[src/rtl/jt51_lfo_bank.sv]
// jt51_lfo_bank: CH independent LFOs sharing one time-multiplexed
// phase-accumulator core, one channel refreshed per cen tick.
module jt51_lfo_bank #(
   parameter int CH = 4,
   parameter int PW = 20,
   parameter int CW = 2
) (
   input  logic            clk,
   input  logic            rst,
   input  logic            cen,
   input  logic            cfg_we,
   input  logic [CW-1:0]   cfg_ch,
   input  logic [7:0]      cfg_freq,
   input  logic [1:0]      cfg_w,
   input  logic [6:0]      cfg_amd,
   input  logic [6:0]      cfg_pmd,
   input  logic            cfg_up,
   input  logic [1:0]      test,
   output logic [CH*8-1:0] am,
   output logic [CH*8-1:0] pm,
   output logic            upd,
   output logic [CW-1:0]   upd_ch
);

   localparam logic [14:0] LFSR_INIT = 15'h7fff;
   localparam logic [1:0]  W_SAW = 2'd0;
   localparam logic [1:0]  W_SQR = 2'd1;
   localparam logic [1:0]  W_TRI = 2'd2;

   logic [7:0]    r_freq [CH];
   logic [1:0]    r_w    [CH];
   logic [6:0]    r_amd  [CH];
   logic [6:0]    r_pmd  [CH];
   logic [PW-1:0] r_ph   [CH];
   logic [14:0]   r_lfsr [CH];
   logic [7:0]    r_am   [CH];
   logic [7:0]    r_pm   [CH];
   logic [CW-1:0] r_sc;

   logic [7:0]         w_freq;
   logic [1:0]         w_w;
   logic [6:0]         w_amd;
   logic [6:0]         w_pmd;
   logic [3:0]         w_oct;
   logic [PW-1:0]      w_mant;
   logic [PW-1:0]      w_inc;
   logic [PW:0]        w_sum;
   logic [PW-1:0]      w_ph;
   logic [14:0]        w_lfsr;
   logic [7:0]         w_p;
   logic [7:0]         w_b;
   logic [14:0]        w_amp;
   logic [7:0]         w_s;
   logic signed [15:0] w_pmp;
   logic [7:0]         w_am;
   logic [7:0]         w_pm;
   logic [31:0]        w_chk;
   logic               w_ch_ok;
   logic [CW-1:0]      w_sc_nxt;

   // Datapath for the channel currently selected by the scan counter
   always_comb begin
      w_freq = r_freq[r_sc];
      w_w    = r_w[r_sc];
      w_amd  = r_amd[r_sc];
      w_pmd  = r_pmd[r_sc];
      w_oct  = w_freq[7:4];
      w_mant = {{(PW-5){1'b0}}, 1'b1, w_freq[3:0]};
      if (w_oct >= 4'd4)
         w_inc = w_mant << (w_oct - 4'd4);
      else
         w_inc = w_mant >> (4'd4 - w_oct);
      if (w_freq == 8'd0)
         w_inc = '0;
      if (test[1]) begin
         w_inc = '0;
         w_inc[PW-8] = 1'b1;
      end
      if (test[0])
         w_inc = '0;
      w_sum  = {1'b0, r_ph[r_sc]} + {1'b0, w_inc};
      w_ph   = w_sum[PW-1:0];
      w_lfsr = r_lfsr[r_sc];
      if (w_sum[PW])
         w_lfsr = {w_lfsr[13:0], w_lfsr[14] ^ w_lfsr[13]};
      w_p = w_ph[PW-1:PW-8];
      case (w_w)
         W_SAW:   w_b = w_p;
         W_SQR:   w_b = w_p[7] ? 8'h00 : 8'hff;
         W_TRI:   w_b = w_p[7] ? ~{w_p[6:0], 1'b0} : {w_p[6:0], 1'b0};
         default: w_b = w_lfsr[7:0];
      endcase
      w_amp = {7'd0, w_b} * {8'd0, w_amd};
      w_am  = 8'(w_amp >> 7);
      w_s   = w_b ^ 8'h80;
      w_pmp = $signed({{8{w_s[7]}}, w_s}) * $signed({9'd0, w_pmd});
      w_pm  = (w_pmd == 7'd0) ? 8'd0 : 8'(w_pmp >>> 7);
   end

   // Write-range check and scan counter wrap
   always_comb begin
      w_chk    = 32'(cfg_ch);
      w_ch_ok  = (w_chk < CH);
      w_sc_nxt = (r_sc == CW'(CH - 1)) ? '0 : r_sc + 1'b1;
   end

   // Scan update, config writes and phase sync; a phase sync overrides
   // the same-edge update of its channel
   always_ff @(posedge clk) begin
      if (rst) begin
         r_sc   <= '0;
         upd    <= 1'b0;
         upd_ch <= '0;
         for (int i = 0; i < CH; i++) begin
            r_freq[i] <= '0;
            r_w[i]    <= '0;
            r_amd[i]  <= '0;
            r_pmd[i]  <= '0;
            r_ph[i]   <= '0;
            r_lfsr[i] <= LFSR_INIT;
            r_am[i]   <= '0;
            r_pm[i]   <= '0;
         end
      end else begin
         upd <= cen;
         if (cen) begin
            r_ph[r_sc]   <= w_ph;
            r_lfsr[r_sc] <= w_lfsr;
            r_am[r_sc]   <= w_am;
            r_pm[r_sc]   <= w_pm;
            upd_ch       <= r_sc;
            r_sc         <= w_sc_nxt;
         end
         if (cfg_we && w_ch_ok) begin
            r_freq[cfg_ch] <= cfg_freq;
            r_w[cfg_ch]    <= cfg_w;
            r_amd[cfg_ch]  <= cfg_amd;
            r_pmd[cfg_ch]  <= cfg_pmd;
            if (cfg_up) begin
               r_ph[cfg_ch]   <= '0;
               r_lfsr[cfg_ch] <= LFSR_INIT;
            end
         end
      end
   end

   // Flatten per-channel results onto the output buses
   always_comb begin
      am = '0;
      pm = '0;
      for (int i = 0; i < CH; i++) begin
         am[i*8 +: 8] = r_am[i];
         pm[i*8 +: 8] = r_pm[i];
      end
   end

endmodule
[config.mk]
export PLATFORM = sky130hd
export DESIGN_NAME = jt51_lfo_bank
export DESIGN_NICKNAME = d
export VERILOG_FILES = /design/src/rtl/jt51_lfo_bank.sv
export SDC_FILE = /design/constraint.sdc
export NUM_CORES = 1
export LEC_CHECK = 0
export CORE_MARGIN = 2
export CORE_UTILIZATION = 57
export CTS_BUF_LIST = sky130_fd_sc_hd__clkbuf_4
export CTS_CLUSTER_DIAMETER = 60
export DETAILED_ROUTE_END_ITERATION = 8
export PLACE_DENSITY = 0.84
export SLEW_MARGIN = 10
export SYNTH_ARGS = -nofsm -noshare
export SYNTH_HDL_FRONTEND = slang
export SYNTH_SLANG_ARGS = --single-unit
[constraint.sdc]
create_clock -name clk -period 10 [get_ports clk]
set_input_delay 2 -clock clk [delete_from_list [all_inputs] [get_ports clk]]
set_output_delay 2 -clock clk [all_outputs]
set_load 0.01 [all_outputs]
==> impl.org <==
** Clock tree
- After clock tree synthesis, the clock-pin slew on the worst setup and hold paths is 60 ps.
- TritonCTS built the clock tree.
- Total clock buffers created by CTS :: 79
- # clock sinks :: 307
- Cts-stage hold buffer count :: 0
- In this run the number of H-tree levels came out at 3.
- Buffers from clock root to sink, at most :: 3
- CTS placed an instance of sky130_fd_sc_hd__clkbuf_4 at the clock tree root.
- Source-to-sink clock delay at the later pin of the worst-skew pair :: 740 ps

** Finish
- In the layout the commonest cells are 398 x sky130_fd_sc_hd__nor2_1, 161 x sky130_fd_sc_hd__nand2_1, 160 x sky130_fd_sc_hd__edfxtp_1.
- Of the cells placed in the final design, the portion with a size suffix greater than 1 is 14.7%.
- Leaving out fill and tap cells, the most frequent cell in the layout is sky130_fd_sc_hd__nor2_1.
- Non-Filler Instances :: 2616
- Compared with the post-synthesis result, the final layout area differs by 15.4%.
- Post-layout nets :: 2305

** Detailed routing
- The detailed router finished its first iteration with 1734 violations.
- Detailed-route DRC error count :: 0
- Number of nets still failing antenna checks after routing :: 0
- Total number of vias :: 15700
- The routed design has 50.4 mm of wire.
- DRT Pass-1 Iters :: 6
- Routed wire per std cell :: 19.3 um
- Via density per instance :: 6.02

** Worst setup path
- Delay of the slowest cell on the worst path :: 580 ps
- For this design, the slowest cell found on the critical path is sky130_fd_sc_hd__mux4_2.
- FF-to-FF path depth :: 40
- Broken down by cell family, the worst path's largest delay share belongs to adder cells.
- Critical path fanouts, max :: 8
- The critical path in this run is classified as flop to flop.
- Critical Path AT :: 9960 ps
- R2R Setup Slk :: 490 ps
- CP Data Required Time :: 10440 ps
- Reg2reg end :: r_am[0][7]
- The worst setup path is launched from a flop.
- The number of buffers and inverters on the critical path is 5.
- The worst setup path is captured at a flop.

** Synthesis
- The synthesized design spends more area on one cell type than any other, namely sky130_fd_sc_hd__edfxtp_1.
- Synthesis produced a netlist with a net count of 2145.
- Summed instance area of the synthesized netlist :: 18700 um^2
- Counting flops with a built-in enable in the synthesized netlist gives 160.
- The Yosys step of the flow raised 0 warnings.
- The synthesized netlist devotes 11.9% of its cell area to compound gates.
- The share of synthesized area in the top cell type comes to 25.8%.
- Main flop type after synthesis :: sky130_fd_sc_hd__edfxtp_1
- Synthesized instance count :: 1956
- After Yosys synthesis, full adders, half adders and majority gates account for 13.4% of the synthesized area.
- Of the total synthesized cell area, the portion taken by XOR and XNOR cells is 1.50%.
- Portion of the post-synthesis area used by sequential elements :: 41.5%
- After synthesis the netlist holds a flip-flop and latch count of 307.
- After synthesis, the largest family of logic cells by area is simple AND/OR/NAND/NOR gates.
- The synthesized netlist devotes 18.3% of its cell area to simple gates.
- Ranking of synthesized cells by area :: sky130_fd_sc_hd__edfxtp_1 26%, sky130_fd_sc_hd__dfxtp_1 16%, sky130_fd_sc_hd__nor2_1 8.1%
- Count of different cell masters after synthesis :: 77
- Share of flip-flops with an asynchronous set or reset :: 0%
- Mux share of post-synthesis cell area :: 8.84%
- Mean area per synthesized cell :: 9.54 um^2

** Pwr
- Total power :: 6.21 mW
- Maximum resistive drop on vdd :: 0.354 mV
- In this run the static leakage power is 8.92 nW.
- Cell Pwr Density :: 288 nW/um^2

** GRT
- The first global-routing pass estimated 80.2 mm of wire.
- Entering global routing, the biggest net connects 73 pins.
- For this run the aggregate overflow at the end of global routing stands at 0.
- Number of global-route vias before repair :: 15800
- Total Routing Usage GR :: 29.9%
- The number of antenna violations at the first check in global routing came to 1.

** STA
- Largest clock skew in the final design :: 52.6 ps
- After layout, the worst path uses 95.1% of the clock period.
- Max Clk Rate :: 105 MHz
- Accumulated negative setup slack :: 0 ps
- After layout, the minimum clock period comes to 9510 ps.
- Total of endpoints with negative setup slack in the final report :: 0
- The number of hold-slack violations in the final timing report was 0.
- Setup slack closes at 485 ps.
- Actual transition at the worst max-transition pin :: 1260 ps
- The worst pin sits at a relative slew slack of 15.8%.
- The max-slew violation total from the final report is 0.

** Placement
- Routability-driven placement finished with a final weighted congestion of 0.954.
- Placed insts :: 2467
- Count of input and output buffers :: 99
- Final HPWL from detailed placement :: 34.2 mm
- OpenSTA, run right after detailed placement, puts the worst setup slack at -55.7 ps.

** Min path
- Hold Startpoint :: r_ph[3][4]
- Worst hold stages :: 2
- The tightest min-delay check is of the flop to flop type.
- Hold endpoint :: r_ph[3][4]

** Run status
- The flow ran to the end, and the final reports show no timing, DRC or antenna violations.

** Run
- Across the run, the number of max-cap violations was 0.

** Floorplanning
- In this run the core area contains 66 standard-cell rows.
- Width of the die :: 185 um
- Floorplan core area :: 32400 um^2
- The die covers 34200 um^2.
- For this configuration, the core starts out at a cell density of 57.6%.
- Chip Height :: 185 um
- During I/O placement, the number of pins put on the boundary was 100.
## registers in the layout (all words and copies together), names as in the netlist, named ones only
register	cells
r_pmd	28
r_pm	32
upd_ch	2
r_lfsr	60
upd	1
r_ph	80
r_am	32
r_sc	2
r_amd	28
r_freq	32
r_w	8
## synthesized netlist by cell type, drive strengths merged (26+ instances only)
master,instances
ha,84
edfxtp,160
inv,117
nand2,161
nor3,28
o21ai,98
and3,46
nor2,402
clkbuf,82
mux2i,44
nand3,26
dfxtp,147
a21oi,125
mux4,44
fa,72
## final cells by class
type / instances / area (um^2)
clock inverters: 32 / 173
fillers: 2575 / 10800
repair buffers: 181 / 1630
clock buffers: 105 / 788
flip-flops and latches: 307 / 7750
well taps: 442 / 553
inverters: 120 / 450
multi-input cells: 1427 / 10200
diodes: 2 / 5.00
## routing by layer
layer	share of wire [%]	global-route usage, %	vias to the layer above
met5	0	0	-
met4	2.7	10.9	0
met3	11	5.94	133
met2	48	50.2	918
met1	39	38.4	7520
li1	-	-	7175
## timing repair
action,in CTS,in global routing
setup buffers,0,10
setup endpoints to repair,0,32
resized for setup,0,20
## stage by stage
stage | hold WS [ps] | instance area [um^2] | utilization, %
6_report | 454 | 21500 | 66.5
5_1_grt | 478 | 21500 | 66.5
4_1_cts | 453 | 21400 | 66.0
3_5_place_dp | 444 | 20400 | 63.0
3_3_place_gp | 435 | 20400 | 63.0
2_1_floorplan | 429 | 18700 | -
## cell families (layout without fill, tap and decap cells)
kind of cell / count (synthesis) / in the layout
XOR/XNOR: 31 / 31
buffers and inverters: 222 / 438
AO/OA/AOI/OAI: 361 / 361
multiplexers: 107 / 107
flip-flops: 307 / 307
AND/OR/NAND/NOR: 772 / 772
adder cells (fa/ha/maj): 156 / 156
other: 0 / 2
## power breakdown
| group | internal (mW) | switching [mW] |
|---|---|---|
| Sequential | 1.47 | 0.0334 |
| Clock | 0.519 | 0.535 |
| Combinational | 1.47 | 2.18 |
| Total | 3.46 | 2.74 |
## worst max-delay path by stage
stage          startpoint  slack [ps]    endpoint  cells past startpoint
2_1_floorplan        flop          50  r_am[0][7]                     44
6_report             flop         490  r_am[0][7]                     40
4_1_cts              flop         190  r_am[0][5]                     38
5_1_grt              flop         -70  r_am[0][7]                     41
3_5_place_dp      test[1]         -60  r_am[0][5]                     32
3_3_place_gp      test[1]          70  r_am[0][5]                     32
## worst min-delay path: cells and delay by family, from the launching register on
kind,cells,cell delay [ps]
AO/OA/AOI/OAI,1,50
flip-flops,1,310
AND/OR/NAND/NOR,1,50
Note: power is estimated with default switching activity, not from simulation.
